==> src/rtl/stopwatch_pkg.sv <==
`default_nettype none
// ============================================================================
//  Module      : stopwatch_pkg
//  Description : Shared types and constants for the BCD stopwatch core.
//  Revision    : 1.0  initial release
// ============================================================================
package stopwatch_pkg;

    typedef enum logic [1:0] {
        ST_IDLE = 2'd0,
        ST_RUN  = 2'd1,
        ST_STOP = 2'd2
    } sw_state_e;

    localparam logic [3:0] c_dig_max_dec  = 4'd9;
    localparam logic [3:0] c_dig_max_sex  = 4'd5;
    localparam int         c_sec_tens_idx = 3;

    // Seconds-tens wraps at 5; every other digit is a plain decade.
    function automatic logic [3:0] digit_max(input int idx);
        return (idx == c_sec_tens_idx) ? c_dig_max_sex : c_dig_max_dec;
    endfunction

    function automatic logic [6:0] seg7_pattern(input logic [3:0] bcd);
        logic [6:0] seg;
        case (bcd)
            4'd0:    seg = 7'h3F;
            4'd1:    seg = 7'h06;
            4'd2:    seg = 7'h5B;
            4'd3:    seg = 7'h4F;
            4'd4:    seg = 7'h66;
            4'd5:    seg = 7'h6D;
            4'd6:    seg = 7'h7D;
            4'd7:    seg = 7'h07;
            4'd8:    seg = 7'h7F;
            4'd9:    seg = 7'h6F;
            default: seg = 7'h00;
        endcase
        return seg;
    endfunction

endpackage
`default_nettype wire

==> src/rtl/bcd_stopwatch_core_seg7_decode.sv <==
`default_nettype none
// ============================================================================
//  Module      : seg7_decode
//  Description : Combinational BCD to active-high 7-segment decoder (bit0=a).
//  Revision    : 1.0  initial release
// ============================================================================
module seg7_decode
    import stopwatch_pkg::*;
(
    input  logic [3:0] bcd,
    output logic [6:0] seg
);

    assign seg = seg7_pattern(bcd);

endmodule
`default_nettype wire

==> src/rtl/bcd_stopwatch_core.sv <==
`default_nettype none
// ============================================================================
//  Module      : bcd_stopwatch_core
//  Description : Prescaled BCD stopwatch with run/stop/clear FSM and
//                registered 7-segment outputs. Optional lap hold when the
//                LAP_HOLD_EN macro is defined.
//  Revision    : 1.0  initial release
// ============================================================================
module bcd_stopwatch_core
    import stopwatch_pkg::*;
#(
    parameter int CLK_HZ         = 50_000_000,
    parameter int TICK_HZ        = 100,
    parameter int MIN_DIGITS     = 2,
    parameter int ACTIVE_LOW_SEG = 1
) (
    input  logic                        clk,
    input  logic                        rst_n,
    input  logic                        start_stop,
    input  logic                        clear,
    input  logic                        lap,
    output logic                        running,
    output logic                        overflow,
    output logic                        lap_hold,
    output logic [7*(4+MIN_DIGITS)-1:0] hex
);

    localparam int             NDIG         = 4 + MIN_DIGITS;
    localparam int             DIV          = CLK_HZ / TICK_HZ;
    localparam int             PW           = (DIV > 1) ? $clog2(DIV) : 1;
    localparam logic [PW-1:0]  c_presc_last = PW'(DIV - 1);
    localparam logic [6:0]     c_seg_inv    = (ACTIVE_LOW_SEG != 0) ? 7'h7F : 7'h00;
    localparam logic [6:0]     c_seg_zero   = seg7_pattern(4'd0) ^ c_seg_inv;

    sw_state_e              state_q, state_d;
    logic [PW-1:0]          presc_q, presc_d;
    logic [NDIG-1:0][3:0]   digit_q, digit_d;
    logic [NDIG-1:0][3:0]   disp_digit;
    logic [NDIG-1:0][6:0]   seg_raw;
    logic [NDIG*7-1:0]      hex_q, hex_d;
    logic                   overflow_q, overflow_d;
    logic                   clr_accept;
    logic                   tick;
    logic                   wrap;

    // start_stop is checked first so it wins over a simultaneous clear.
    always_comb begin
        state_d    = state_q;
        clr_accept = 1'b0;
        case (state_q)
            ST_IDLE: begin
                if (start_stop)  state_d = ST_RUN;
                else if (clear)  clr_accept = 1'b1;
            end
            ST_RUN: begin
                if (start_stop)  state_d = ST_STOP;
            end
            ST_STOP: begin
                if (start_stop) begin
                    state_d = ST_RUN;
                end else if (clear) begin
                    state_d    = ST_IDLE;
                    clr_accept = 1'b1;
                end
            end
            default: state_d = ST_IDLE;
        endcase
    end

    assign tick = (state_q == ST_RUN) && (presc_q == c_presc_last);

    always_comb begin
        presc_d = presc_q;
        if (clr_accept)
            presc_d = '0;
        else if (state_q == ST_RUN)
            presc_d = tick ? '0 : presc_q + 1'b1;
    end

    always_comb begin
        logic carry;
        carry   = tick;
        digit_d = digit_q;
        for (int k = 0; k < NDIG; k++) begin
            if (carry)
                digit_d[k] = (digit_q[k] == digit_max(k)) ? 4'd0 : digit_q[k] + 4'd1;
            carry = carry && (digit_q[k] == digit_max(k));
        end
        wrap = carry;
        if (clr_accept)
            digit_d = '0;
    end

    assign overflow_d = clr_accept ? 1'b0 : (overflow_q | wrap);

`ifdef LAP_HOLD_EN
    logic [NDIG-1:0][3:0] hold_q, hold_d;
    logic                 lap_hold_q, lap_hold_d;

    // The snapshot is only taken on the arming press; the release press leaves it alone.
    always_comb begin
        hold_d     = hold_q;
        lap_hold_d = lap_hold_q;
        if (clr_accept) begin
            lap_hold_d = 1'b0;
        end else if ((state_q == ST_RUN) && lap) begin
            lap_hold_d = ~lap_hold_q;
            if (!lap_hold_q)
                hold_d = digit_q;
        end
    end

    always_ff @(posedge clk or negedge rst_n) begin
        if (!rst_n) begin
            hold_q     <= '0;
            lap_hold_q <= 1'b0;
        end else begin
            hold_q     <= hold_d;
            lap_hold_q <= lap_hold_d;
        end
    end

    assign disp_digit = lap_hold_q ? hold_q : digit_q;
    assign lap_hold   = lap_hold_q;
`else
    logic unused_lap;
    assign unused_lap = lap;
    assign disp_digit = digit_q;
    assign lap_hold   = 1'b0;
`endif

    for (genvar k = 0; k < NDIG; k++) begin : g_seg
        seg7_decode u_seg7_decode (
            .bcd (disp_digit[k]),
            .seg (seg_raw[k])
        );
    end

    assign hex_d = seg_raw ^ {NDIG{c_seg_inv}};

    always_ff @(posedge clk or negedge rst_n) begin
        if (!rst_n) begin
            state_q    <= ST_IDLE;
            presc_q    <= '0;
            digit_q    <= '0;
            overflow_q <= 1'b0;
            hex_q      <= {NDIG{c_seg_zero}};
        end else begin
            state_q    <= state_d;
            presc_q    <= presc_d;
            digit_q    <= digit_d;
            overflow_q <= overflow_d;
            hex_q      <= hex_d;
        end
    end

    assign running  = (state_q == ST_RUN);
    assign overflow = overflow_q;
    assign hex      = hex_q;

endmodule
`default_nettype wire

==> config.mk <==
export PLATFORM = sky130hd
export DESIGN_NAME = bcd_stopwatch_core
export DESIGN_NICKNAME = d
export VERILOG_FILES = /design/src/rtl/stopwatch_pkg.sv /design/src/rtl/bcd_stopwatch_core_seg7_decode.sv /design/src/rtl/bcd_stopwatch_core.sv
export SDC_FILE = /design/constraint.sdc
export NUM_CORES = 1
export LEC_CHECK = 0
export CAP_MARGIN = 20
export CORE_UTILIZATION = 40
export DETAILED_ROUTE_END_ITERATION = 6
export GPL_TIMING_DRIVEN = 1
export SLEW_MARGIN = 15
export SYNTH_ARGS = -nofsm -noshare
export SYNTH_HDL_FRONTEND = slang
export SYNTH_SLANG_ARGS = --single-unit
==> constraint.sdc <==
create_clock -name clk -period 2.45 [get_ports clk]
set_input_delay 0.245 -clock clk [delete_from_list [all_inputs] [get_ports clk]]
set_output_delay 0.245 -clock clk [all_outputs]
set_load 0.01 [all_outputs]
Word-level counts from Yosys, hierarchy flattened
Memory sizes are Yosys's and may differ from the RTL's.
Cells that the tools add are included.
{ "word_totals": {"register_bits": 88, "mem_count": 6, "rom_bits": 672, "out_inout_bits": 45} }
{ "mem_list": {"columns": ["name", "words", "width", "rd", "rd_clocked_by_memory_dff", "wr", "line", "text"], "rows": [
  ["(name not given)", 16, 7, 1, 0, 0, "stopwatch_pkg.sv:26", "case (bcd)"],
  ["(name not given)", 16, 7, 1, 0, 0, "stopwatch_pkg.sv:26", null],
  ["(name not given)", 16, 7, 1, 0, 0, "stopwatch_pkg.sv:26", null],
  ["(name not given)", 16, 7, 1, 0, 0, "stopwatch_pkg.sv:26", null],
  ["(name not given)", 16, 7, 1, 0, 0, "stopwatch_pkg.sv:26", null],
  ["(name not given)", 16, 7, 1, 0, 0, "stopwatch_pkg.sv:26", null]
]} }
{ "classes": {"bitwise": 2, "n_eq_ne": 12, "reduce_logical": 17, "n_mux": 25, "n_addsub": 7} }
{ "op_table": {"columns": ["op", "n"], "rows": [
  ["19-bit two-way mux", 3],
  ["4-bit two-way mux", 12],
  ["42-bit NOT", 1],
  ["4-bit by 1-bit adder with 4-bit output (second input constant)", 6],
  ["24-bit two-way mux", 1],
  ["4-bit equality test (second input constant)", 5],
  ["19-bit by 1-bit adder with 19-bit output (second input constant)", 1],
  ["19-bit equality test (second input constant)", 1],
  ["2-bit nonzero test", 7],
  ["2-bit two-way mux", 4],
  ["1-bit logical AND", 7],
  ["2-bit case mux with 3 select lines", 1],
  ["4-bit by 3-bit equality test with 1-bit output (second input constant)", 1],
  ["1-bit two-way mux", 4],
  ["2-bit != test (second input constant)", 2],
  ["3-bit != test (second input constant)", 1],
  ["3-bit AND reduction", 1],
  ["2-bit by 1-bit equality test with 1-bit output (second input constant)", 1],
  ["2-bit equality test (second input constant)", 1],
  ["2-bit logical NOT", 1],
  ["2-bit OR reduction", 1],
  ["1-bit OR", 1]
]} }

Longest topological paths before layout
Gate-level depths: netlist of run 1.
{ "depth": {"ltp_word": 10, "depth_mapped": 8, "ltp_nobuf": 7} }

By module
Synthesis of run 1 repeated with hierarchy kept, for this count alone.
{ "unflattened": {"hier_cells": 504, "hier_area_um2": 5067.4} }
{ "modules_own_cells": {"columns": ["mod", "instances", "cells_per_inst", "seq_area_each_um2", "area_each_um2"], "rows": [
  ["bcd_stopwatch_core", 1, 344, 2209.6, 3821.2],
  ["seg7_decode at g_seg[1].u_seg7_decode ...", 4, 26, 0.0, 201.4],
  ["seg7_decode at g_seg[0].u_seg7_decode ...", 2, 28, 0.0, 220.2]
]} }

Worst setup path before layout of run 1
OpenSTA, ideal clock, no wires.
{ "synth_timing": {"path_type": "register to register", "startpoint": "reg digit_q[5] in the netlist's numbering", "endpoint": "reg digit_q[22] in the netlist's numbering", "arrival_ns": 1.905, "setup_slack_ns": 0.467, "setup_ns": 0.078, "path_stages_with_launch": 8, "synth_period_minus_slack_ns": 1.983, "cell_sequence": "dfrtp_1 -> inv_1 -> ha_1 -> nand3b_4 -> nor4_4 -> nand3_4 -> or4b_1 -> a21oi_1"} }
{ "synth_between": {"elab_chain_cells": 6} }
{ "synth_lines": {"columns": ["element", "line", "text"], "rows": [
  ["start, declared", "bcd_stopwatch_core.sv:37", "logic [NDIG-1:0][3:0] digit_q, digit_d;"],
  ["start signal, assigned", "bcd_stopwatch_core.sv:151", "digit_q <= digit_d;"],
  ["4-bit equality test", "bcd_stopwatch_core.sv:87", "carry = carry && (digit_q[k] == digit_max(k));"],
  ["1-bit logical AND (4 in a row)", "bcd_stopwatch_core.sv:87", null],
  ["2-bit nonzero test (no source line)", null, null]
]} }
Every way passes these cells.
A chain may end at the register's enable or synchronous reset.

Final worst setup path of run 1
{ "layout_timing": {"startpoint": "reg digit_q[1] in the netlist's numbering", "endpoint": "reg digit_q[22] in the netlist's numbering"} }
{ "layout_between": {"elab_chain_cells": 7} }
{ "layout_lines": {"columns": ["element", "line"], "rows": [
  ["4-bit equality test", "bcd_stopwatch_core.sv:87"],
  ["1-bit logical AND (5 in a row)", "bcd_stopwatch_core.sv:87"],
  ["2-bit nonzero test (no source line)", null]
]} }
Every way passes these cells.

==> impl_metrics.toml, run 1 <==
[clock_network]
htreeDepth = 3
clk_pin_slew_worst_paths_ps = 90
cts_root_buf = "clkbuf_8"
cts_made_buffers = 9
clockBufferDepth = 2
cts_resized = 0
cts_tree = "built"
cts.sinks = 88
clk_latency_ps = 380

[critical_path]
slowest_stage = "or4b_1"
startpoint_type = "flop"
cp_max_fo = 14
crit_required_ps = 2740
slowest_delay_ps = 540
critical_path_arrival_ps = 2570
crit_chain = "inv_1 > ha_1 > nand3b_2 > nor4_4 > buf_4 > nand3_4 > or4b_1 > a21oi_1"
endpoint_kind = "flop"
critPathKind = "flop to flop"

[floorplan]
die_area_um2 = 11500
die_y_um = 107
num_rows = 38
core_area_um2 = 10800
io_pins = 50
die_width_um = 107
start_util = 0.409

[logic_synthesis]
synth_edf_count = 0
async_flop_share = 1.00
syn_avg_cell_area_um2 = 9.59
synth_top_cell_by_area = "dfrtp_1"
syn-cell-area_um2 = 4430
synthFlopType = "dfrtp_1"
ys_seq_elements = 88
netlist_instances = 462
ys_warn_count = 0
yosysSeqAreaShare = 0.499
synth_cell_type_count = 53
synth_top_area_share = 0.463
yosys-top-cells-area = "dfrtp_1 (46%), ha_1 (7.1%), a21oi_1 (5.9%)"
syn_nets = 492

[sta]
slew_violations = 0
hold_violations = 0
period_needed_ps = 2280
setup_viol = 0
tns_ps = 0
tightest_slew_ps = 600
fmax_ghz = 0.439
period_share = 0.929
finClkSkew_ps = 15.2
timing.slew.headroom = 0.600
grt_setup_unrepaired = "no"

[drt]
final_antenna_net_count = 0
wl_per_cell_um = 13.7
first_pass_iters = 4
drc = 0
drt_iter0_markers = 157
viasPerCell = 5.21
vias = 3451
postRouteWirelength_um = 9080

[job]
cap_violations = 0

[place]
gp_congestion = 0.835
io_buffers = 47
hpwl_um = 6240

[grt]
antenna_found_initial = 0
grt_max_degree = 56
grt_usage = 0.172
grt_overflow = 0
first_global_vias = 3255
grt_pass1_wl_um = 15600

[cells_and_area]
multiInputGateArea_um2 = 2050
n_fill_cell = 1039
area.growth.synth_to_final_pct = 20.9
register_area_um2 = 2210
layout-drive-gt1-share = 0.0920
nets = 547
n_antenna_cell = 0
post-route-util = 0.494

[power_and_ir_drop]
ir_drop_mv = 0.421
p_leak_nw = 2.48
p_per_area_nw_per_um2 = 623

[run_status]
outcome = "completed"

[hold_path]
hold_class = "input pin to async pin"
final timing paths:
kind	slack (ps)	end	cells after the start	from
max in group asynchronous	1410	hex[20]$_DFF_PN1_	3	rst_n
min in group clk	520	presc_q[18]$_DFFE_PN0P_	1	presc_q[18]$_DFFE_PN0P_
worst max register to register	170	digit_q[22]$_DFFE_PN0P_	8	digit_q[1]$_DFFE_PN0P_
worst min-delay path	340	hex[4]$_DFF_PN0_	2	rst_n
worst max-delay path	170	digit_q[22]$_DFFE_PN0P_	8	digit_q[1]$_DFFE_PN0P_
worst min register to register	520	presc_q[18]$_DFFE_PN0P_	1	presc_q[18]$_DFFE_PN0P_
power by group:
group	total, mW	leakage, nW	internal (mW)	switching, mW
Sequential	1.66	1.20	1.55	0.114
Combinational	0.447	1.16	0.170	0.277
Clock	1.23	0.121	0.685	0.542
Yosys cell counts, types with 8 or more instances:
library cell and instances:
nand4_1 9, nor2_1 48, o21ai_0 30, nand3_1 16, clkbuf_1 10, a31oi_1 8
nor3_1 13, nand2_1 46, ha_1 25, inv_1 27, a21oi_1 52, xor2_1 8
dfrtp_1 82
registers in the layout, indices dropped and copies added, names as in the netlist:
name,flops
hex,42
overflow,1
state_q,2
digit_q,24
presc_q,19
final cells by class:
cell class / count / area share
clock buffer: 10 / 0.0238
clock inverter: 6 / 0.0217
inverter: 27 / 0.0189
multi-input combinational: 332 / 0.383
sequential: 88 / 0.413
tap: 140 / 0.0327
timing repair buffer: 59 / 0.107
through the flow:
step | hold WS, ps | std cells | instance area [µm²] | worst slack (ps) | total power, mW
2_1_floorplan | -50.6 | 462 | 4430 | 467 | 1.94
3_3_place_gp | 213 | 643 | 5090 | 264 | 2.12
3_5_place_dp | 215 | 643 | 5090 | 216 | 2.13
4_1_cts | 353 | 660 | 5340 | 164 | 3.37
5_1_grt | 363 | 662 | 5360 | 27.5 | 3.50
6_report | 342 | 662 | 5360 | 174 | 3.34
per-layer routing:
metal	global-route usage	vias to the layer above	wire length, µm
li1	-	1717	-
met1	0.243	1643	4470
met2	0.262	76	4070
met3	0.0400	15	416
met4	0.0538	0	131
met5	0	-	0
placed cells by master, fill, tap and decap left out, drive strengths merged, types with 5 or more instances in the layout:
| cell | netlist | layout |
|---|---|---|
| clkbuf | 11 | 10 |
| nor2 | 48 | 48 |
| ha | 25 | 25 |
| nand3 | 18 | 18 |
| nand4 | 9 | 9 |
| buf | 4 | 12 |
| o21ai | 30 | 30 |
| and3 | 6 | 6 |
| a21oi | 52 | 52 |
| nor3 | 13 | 13 |
| a31oi | 8 | 8 |
| nand2b | 6 | 6 |
| clkdlybuf4s50 | 0 | 46 |
| a22oi | 6 | 6 |
| dfstp | 6 | 6 |
| xor2 | 8 | 8 |
| nand2 | 46 | 46 |
| inv | 27 | 28 |
| xnor2 | 6 | 6 |
| dfrtp | 82 | 82 |
| nand3b | 5 | 5 |
| or4 | 5 | 5 |
| or2 | 7 | 7 |
worst max-delay path: cells and delay by family (launching register included):
kind | cells | cell delay (ps)
buffers and inverters | 2 | 310
DFF | 1 | 460
adders and majority gates | 1 | 180
AOI/OAI and AO/OA | 1 | 200
and+or+nand+nor | 4 | 1050
timing repair:
action	CTS	global route
endpoints found under the hold margin	29	0
hold buffers	1	0
setup endpoints to repair	0	1
setup buffers	0	2
cell families (layout without fill, tap and decap cells):
| family | count (synthesis) | in the layout | synth area share |
|---|---|---|---|
| multiplexers | 2 | 2 | 0.00452 |
| other | 1 | 1 | 0.000846 |
| XOR/XNOR | 14 | 14 | 0.0277 |
| buffers and inverters | 42 | 102 | 0.0381 |
| AO/OA/AOI/OAI | 110 | 110 | 0.141 |
| AND/OR/NAND/NOR | 180 | 180 | 0.219 |
| adder cells (fa/ha/maj) | 25 | 25 | 0.0706 |
| flip-flops | 88 | 88 | 0.499 |
(Power assumes the default switching activity.)
==> inputs of run 2 (changes only) <==
--- a/config.mk
+++ b/config.mk
@@ -6,10 +6,10 @@
 export NUM_CORES = 1
 export LEC_CHECK = 0
 export CAP_MARGIN = 20
-export CORE_UTILIZATION = 40
+export CORE_UTILIZATION = 43
 export DETAILED_ROUTE_END_ITERATION = 6
-export GPL_TIMING_DRIVEN = 1
-export SLEW_MARGIN = 15
+export GPL_TIMING_DRIVEN = 0
+export SLEW_MARGIN = 40
 export SYNTH_ARGS = -nofsm -noshare
 export SYNTH_HDL_FRONTEND = slang
 export SYNTH_SLANG_ARGS = --single-unit
==> run 2 against run 1 <==
Net effect:
- sequential power hardly changed
- design area is 0.28% lower
- sequential share of layout area grew 0.12 points
- routed wire length is 0.19% higher
- total power decreased by 6.4%
- die area down 6.9%
- cell count is the same
- utilization is 4.7 points higher
- highest routed layer unchanged
==> impl_metrics.toml, run 2 (synthesis gave the netlist of run 1 again) <==
[grt]
antenna_found_initial = 0
grt_overflow = 0
first_global_vias = 3408
grt_pass1_wl_um = 16300
grt_max_degree = 61
grt_usage = 0.184

[sta]
fmax_ghz = 0.428
hold_violations = 0
period_share = 0.953
holdWs_ps = 309
timing.slew.headroom = 0.590
worst_slack_ps = 114
tightest_slew_ps = 610
slew_violations = 0
period_needed_ps = 2340
setup_viol = 0
finClkSkew_ps = 12.1
tns_ps = 0

[clock_network]
clk_latency_ps = 350
cts_root_buf = "clkbuf_8"
cts.sinks = 88
cts_tree = "built"
htreeDepth = 3
cts_made_buffers = 9
clockBufferDepth = 2
clk_pin_slew_worst_paths_ps = 90

[critical_path]
critPathKind = "flop to flop"
endpoint_kind = "flop"
critical_path_arrival_ps = 2610
startpoint_type = "flop"
slowest_stage = "or4_1"
crit_buf_inv = 2
crit_chain = "inv_1 > ha_1 > nand3b_4 > nor4_4 > buf_4 > nand2_1 > or4_1 > a21oi_1"
cp_max_fo = 7
cpLargestDelayFamily = "simple AND/OR/NAND/NOR gates"
slowest_delay_ps = 520
crit_required_ps = 2720

[floorplan]
num_rows = 36
start_util = 0.449
core_area_um2 = 9860
die_width_um = 104
io_pins = 50
die_y_um = 104
die_area_um2 = 10700

[cells_and_area]
largest_reg_flops = 42
mostFrequentLayoutCells = "dfrtp_1 (82), a21oi_1 (52), nor2_1 (48)"
design_area_um2 = 5340
final_common_cell = "dfrtp_1"
area.growth.synth_to_final_pct = 20.5
post-route-util = 0.541
nets = 554
layout-drive-gt1-share = 0.0888
stdcell_count = 662
n_antenna_cell = 0

[drt]
vias = 3472
viasPerCell = 5.24
first_pass_iters = 4
wl_per_cell_um = 13.7
postRouteWirelength_um = 9100
final_antenna_net_count = 0
drc = 0
drt_iter0_markers = 158

[place]
place_area_um2 = 5100
numPlacedInstances = 643
io_buffers = 47
hpwl_um = 6410
dp_worst_setup_slack_ps = 88.4
gp_congestion = 0.826

[power_and_ir_drop]
finalPower_mw = 3.12
p_int_mw = 2.22
switchingPower_mw = 0.902
ir_drop_mv = 0.332
p_per_area_nw_per_um2 = 585
power_frac_seq = 0.531
combPwrFrac = 0.142
swShare = 0.289
pwr-share-clk = 0.327
p_leak_nw = 2.50

[job]
cap_violations = 0

[hold_path]
hold_class = "input pin to async pin"

[run_status]
outcome = "completed"
==> run 2: changes by cell type in the layout (fill, tap and decap cells not counted), moves of 2 or more <==
cell,before,now
buf_2,0,2
buf_4,11,4
clkinvlp_4,0,2
bufinv_16,3,1
clkbuf_1,1,10
==> run 2: area by class of cell <==
| class | instances | area (µm²) |
|---|---|---|
| Buffer | 15 | 67.6 |
| Clock buffer | 10 | 138 |
| Clock inverter | 6 | 67.6 |
| Fill cell | 883 | 4520 |
| Inverter | 27 | 101 |
| Multi-Input combinational cell | 332 | 2070 |
| Sequential cell | 88 | 2210 |
| Tap cell | 133 | 166 |
| Timing Repair Buffer | 51 | 524 |
==> run 2: final timing paths <==
| kind | to | cells after the start | slack (ps) | startpoint |
|---|---|---|---|---|
| setup / recovery | digit_q[21]$_DFFE_PN0P_ | 8 | 110 | digit_q[1]$_DFFE_PN0P_ |
| hold / removal | hex[5]$_DFF_PN0_ | 2 | 310 | rst_n |
| setup reg to reg | digit_q[21]$_DFFE_PN0P_ | 8 | 110 | digit_q[1]$_DFFE_PN0P_ |
| hold reg to reg | presc_q[18]$_DFFE_PN0P_ | 1 | 510 | presc_q[18]$_DFFE_PN0P_ |
| max in group asynchronous | hex[13]$_DFF_PN1_ | 3 | 1500 | rst_n |
| min in group clk | presc_q[18]$_DFFE_PN0P_ | 1 | 510 | presc_q[18]$_DFFE_PN0P_ |
==> run 2: timing repair <==
action,in CTS,in global routing
hold buffers,1,0
endpoints found under the setup margin,0,4
endpoints found under the hold margin,26,0
setup buffers,0,2
gates resized for setup,0,1
==> run 2: power by group through the flow <==
stage	Combinational (mW)	Sequential (mW)	Clock, mW
after global routing	0.504	1.68	1.11
after global placement	0.432	1.69	0
after detailed placement	0.444	1.68	0
after CTS	0.447	1.66	1.06
final	0.442	1.66	1.02
after floorplan	0.277	1.67	0
==> run 2: worst reg2reg max path, cell delays in order, from the launching register on <==
cell,delay (ps)
dfrtp_1,470
inv_1,130
ha_1,220
nand3b_4,160
nor4_4,300
buf_4,190
nand2_1,140
or4_1,520
a21oi_1,150
==> run 2: layer usage <==
metal	GRT usage	routed length, µm
met1	0.258	4490
met2	0.298	4320
met3	0.0302	229
met4	0.0466	61
met5	0	0
==> patch 1: new RTL, flow settings as in run 2 <==
Put one more register stage on the output `hex`, cleared by the reset. The value now appears one clock later. The other outputs are not delayed to match.
--- a/src/rtl/bcd_stopwatch_core.sv
+++ b/src/rtl/bcd_stopwatch_core.sv
@@ -157,5 +157,11 @@
     assign running  = (state_q == ST_RUN);
     assign overflow = overflow_q;
-    assign hex      = hex_q;
+    always_ff @(posedge clk or negedge rst_n) begin
+        if (!rst_n) begin
+            hex <= '0;
+        end else begin
+            hex <= hex_q;
+        end
+    end
 
 endmodule
Behaviour: not the same (a bounded check fails within 4 cycles, from zero or initial values and one cycle with rst_n low).
==> patch 1 against run 2 <==
  * Worst setup slack lost 0.30 ns
  * Sequential cell count grew 42
  * Sequential power grew 42%
  * Hold slack gained 0.034 ns
  * Critical endpoint is now digit_q[19]$_DFFE_PN0P_
  * Largest cell class unchanged
  * Via count grew 17%
  * Power grew 76%
  * Final cell count grew 18%
  * Routed wire length grew 17%
  * Global-route usage shrank 1.0 points
  * The run now ends with negative setup slack left
  * Fmax shrank 11%
  * Area after synthesis grew 23%
  * Largest power group is now clock
  * Cell area grew 34%
==> patch 1: results (changes against run 2) <==
.. list-table::
   :header-rows: 1

   * - Metric
     - Value
   * - Wire length of the first global-routing pass
     - 17.5 mm (was 16.3 mm)
   * - Synth top area cells
     - sky130_fd_sc_hd__dfrtp_1, sky130_fd_sc_hd__ha_1, sky130_fd_sc_hd__a21oi_1 (unchanged)
   * - Post-Route Skew
     - 0.00342 ns (was 0.0121 ns)
   * - Violations in the final reports
     - negative setup slack
   * - Amount of wire on met2 after detailed routing
     - 5.36 mm (was 4.32 mm)
   * - Post-layout nets
     - 629 (was 554)
   * - Detailed placer's ending HPWL
     - 6.83 mm (was 6.41 mm)
   * - Largest fanout on the critical path
     - 6 (was 7)
   * - Postcts setup bufs
     - 11 (was 0)
   * - Ratio of cells with drive above 1 in the final layout
     - 16.2% (was 8.88%)
   * - Post-synthesis cell type count
     - 48 (was 53)
   * - End of the worst register-to-register path
     - digit_q[19]$_DFFE_PN0P_ (was digit_q[21]$_DFFE_PN0P_)
   * - Result of the run
     - finished with violations (was complete, no violations)
   * - Total global routing track utilization
     - 17.4% (was 18.4%)
   * - GPL Wtd Cong
     - 0.842 (was 0.826)
   * - Met1 Usage GRT
     - 21.5% (was 25.8%)
   * - Clock-pin slew of the registers on the worst-case setup and hold paths
     - 0.05 ns (was 0.09 ns)
   * - Routed wl met3
     - 417 um (was 229 um)
   * - Post-synthesis net count
     - 540 (was 492)
   * - Post-detailed-routing wire length
     - 10.7 mm (was 9.10 mm)
   * - Root Buffer Master
     - sky130_fd_sc_hd__clkbuf_16 (was sky130_fd_sc_hd__clkbuf_8)
   * - Metal-1 WL
     - 4.75 mm (was 4.49 mm)
   * - Worst-case reg-to-reg path depth
     - 5 (was 8)
   * - Vias in the first global route
     - 3787 (was 3408)
   * - Worst slack at placement
     - -0.279 ns (was 0.0884 ns)
   * - Detailed Route Iter0 Violations
     - 170 (was 158)
   * - Global Route met2 Usage
     - 28.1% (was 29.8%)
   * - Final worst-path setup slack
     - -0.186 ns (was 0.114 ns)
   * - Pin count of the biggest net entering global routing
     - 73 (was 61)
   * - Longest individual stage delay on the worst path
     - 0.56 ns (was 0.52 ns)
   * - Insertion delay of the later-clocked pin in the worst-skew pair
     - 0.41 ns (was 0.35 ns)
   * - Dpl cells
     - 727 (was 643)
   * - Met3 track utilization from global routing
     - 5.66% (was 3.02%)
   * - Final Hold Slack
     - 0.344 ns (was 0.309 ns)
   * - Filler Cell Count
     - 1038 (was 883)
   * - Number of levels in the clock H-tree
     - 4 (was 3)
   * - Setup violators final
     - 11 (was 0)
   * - Number of clock buffers inserted by TritonCTS
     - 17 (was 9)
## patch 1: cell types whose count changed in the layout (fill, tap and decap cells not counted), sizes merged, moves of 3 or more
cell / before / now
xnor2: 6 / 12
nand2: 46 / 42
bufinv: 1 / 5
dfrtp: 82 / 124
and3: 6 / 2
clkbuf: 21 / 34
buf: 8 / 27
nand3: 18 / 21
xor2: 8 / 2
## patch 1: layout make-up
class,count,area share (%)
sequential,130,45.8
multi-input combinational,337,30.0
timing repair buffer,72,9.91
clock buffer,22,6.51
tap,168,2.95
clock inverter,9,2.51
inverter,27,1.44
buffer,14,0.912
## patch 1: cells by family after synthesis
family	after synthesis	synth area share [%]
simple gates	179	16.5
flops	130	59.8
compound gates	116	12.2
buf+inv	43	3.07
fa+ha+maj	25	5.73
xor+xnor	14	2.25
mux	2	0.367
other cells	1	0.0687
## patch 1: power by group
part           switching, uW  internal [uW]  leakage (uW)
logic                    284            175       0.00122
registers                105           2250       0.00175
clock network            845           1850      0.000306
total                   1230           4280       0.00327
==> patch 2: new RTL, flow settings as in run 2 <==
Without the edit above. Set the parameter `MIN_DIGITS` to 1 (it was 2).
--- a/src/rtl/bcd_stopwatch_core.sv
+++ b/src/rtl/bcd_stopwatch_core.sv
@@ -12,5 +12,5 @@
     parameter int CLK_HZ         = 50_000_000,
     parameter int TICK_HZ        = 100,
-    parameter int MIN_DIGITS     = 2,
+    parameter int MIN_DIGITS     = 1,
     parameter int ACTIVE_LOW_SEG = 1
 ) (
Ports: changed (resized hex); port bits go from 50 to 43. No check against the original RTL was run, so the function may have changed too.
==> patch 2 against run 2 <==
  * Global-route usage shrank 0.32 points
  * Sequential cell count shrank 11
  * Area after synthesis shrank 12%
  * Routed wire length shrank 14%
  * Cell area shrank 11%
  * Synthesized cell count shrank 11%
  * Combinational power shrank 5.9%
  * Power shrank 3.9%
  * Sequential share of layout area shrank 0.58 points
  * Worst setup slack lost 0.011 ns
==> patch 2: results (changes against run 2) <==
.. list-table::
   :header-rows: 1

   * - Metric
     - Value
   * - Number of flip-flops under the largest register name
     - 35 (was 42)
   * - Longest individual stage delay on the worst path
     - 0.57 ns (was 0.52 ns)
   * - Result of the run
     - complete, no violations (unchanged)
   * - # port buffers
     - 40 (was 47)
   * - Routed wl met3
     - 254 um (was 229 um)
   * - Detailed placer's ending HPWL
     - 5.60 mm (was 6.41 mm)
   * - Pin count of the biggest net entering global routing
     - 46 (was 61)
   * - Final Hold Slack
     - 0.342 ns (was 0.309 ns)
   * - Post-Route Skew
     - 0.00859 ns (was 0.0121 ns)
   * - Metal-1 WL
     - 3.57 mm (was 4.49 mm)
   * - Critical Path Source
     - digit_q[9]$_DFFE_PN0P_ (was digit_q[1]$_DFFE_PN0P_)
   * - Switching pwr
     - 807 uW (was 902 uW)
   * - Sequential fraction of the synthesis area
     - 49.7% (was 49.9%)
   * - Resized cells post-CTS
     - 1 (was 0)
   * - Postcts setup bufs
     - 1 (was 0)
   * - Transition at the pin with the smallest max-transition slack
     - 0.837 ns (was 0.610 ns)
   * - CP Data Arrival Time
     - 2.62 ns (was 2.61 ns)
   * - VDD IR max
     - 0.000471 V (was 0.000332 V)
   * - Via density per instance
     - 5.30 (was 5.24)
   * - GPL Wtd Cong
     - 0.832 (was 0.826)
   * - Global Route met2 Usage
     - 30.3% (was 29.8%)
   * - Detailed Route Iter0 Violations
     - 66 (was 158)
   * - Amount of wire on met2 after detailed routing
     - 3.90 mm (was 4.32 mm)
   * - Vias in the first global route
     - 2951 (was 3408)
   * - Cell type of the slowest stage on the worst timing path
     - sky130_fd_sc_hd__or4_4 (was sky130_fd_sc_hd__or4_1)
   * - Filler Cell Count
     - 802 (was 883)
   * - Wire length of the first global-routing pass
     - 13.8 mm (was 16.3 mm)
   * - Total global routing track utilization
     - 18.1% (was 18.4%)
## patch 2: changes by cell type after synthesis, moves of 4 or more
cell,run 2,this run
sky130_fd_sc_hd__dfrtp_1,82,72
sky130_fd_sc_hd__a21oi_1,52,43
sky130_fd_sc_hd__o21ai_0,30,23
sky130_fd_sc_hd__nor2_1,48,42
sky130_fd_sc_hd__ha_1,25,21
sky130_fd_sc_hd__or4_1,5,1
## patch 2: worst register-to-register path, delay by kind of cell (launching register included)
family,cells,cell delay (ns)
fa+ha+maj,1,0.18
compound gates,1,0.15
buf+inv,2,0.22
simple gates,4,1.27
flops,1,0.45
## patch 2: layout make-up
type                    instances  share of cell area, %
plain buffers                  12                   1.13
clock buffers                  10                   2.69
clock inverters                 6                   2.35
inverters                      24                   1.90
multi-input cells             298                   38.7
flip-flops and latches         77                   40.8
well taps                     108                   2.85
repair buffers                 44                   9.57
## patch 2: power by group through the flow
stage / sequential (uW) / combinational (uW) / clock, uW
floorplan: 1450 / 258 / 0
global placement: 1460 / 401 / 0
detailed placement: 1460 / 414 / 0
CTS: 1440 / 419 / 1180
global route: 1450 / 467 / 1240
finish: 1440 / 416 / 1150
## patch 2: cells by family (layout without fill, tap and decap cells)
logic type | after synthesis | after routing | synth area share [%]
compound gates | 92 | 92 | 13.7
xor+xnor | 13 | 13 | 2.93
fa+ha+maj | 21 | 21 | 6.75
buf+inv | 37 | 96 | 3.73
flops | 77 | 77 | 49.7
mux | 4 | 4 | 1.06
other cells | 1 | 1 | 0.0963
simple gates | 167 | 167 | 22.1
## patch 2: through the flow
step                setup slack, ns  util, %  cells  area (sq um)
finish                        0.103     54.2    579          4750
global route                -0.0280     54.2    579          4750
CTS                          0.0113     53.9    579          4730
detailed placement           -0.131     51.0    561          4470
global placement              -1.51     50.5    560          4430
floorplan                     0.224        -    412          3890
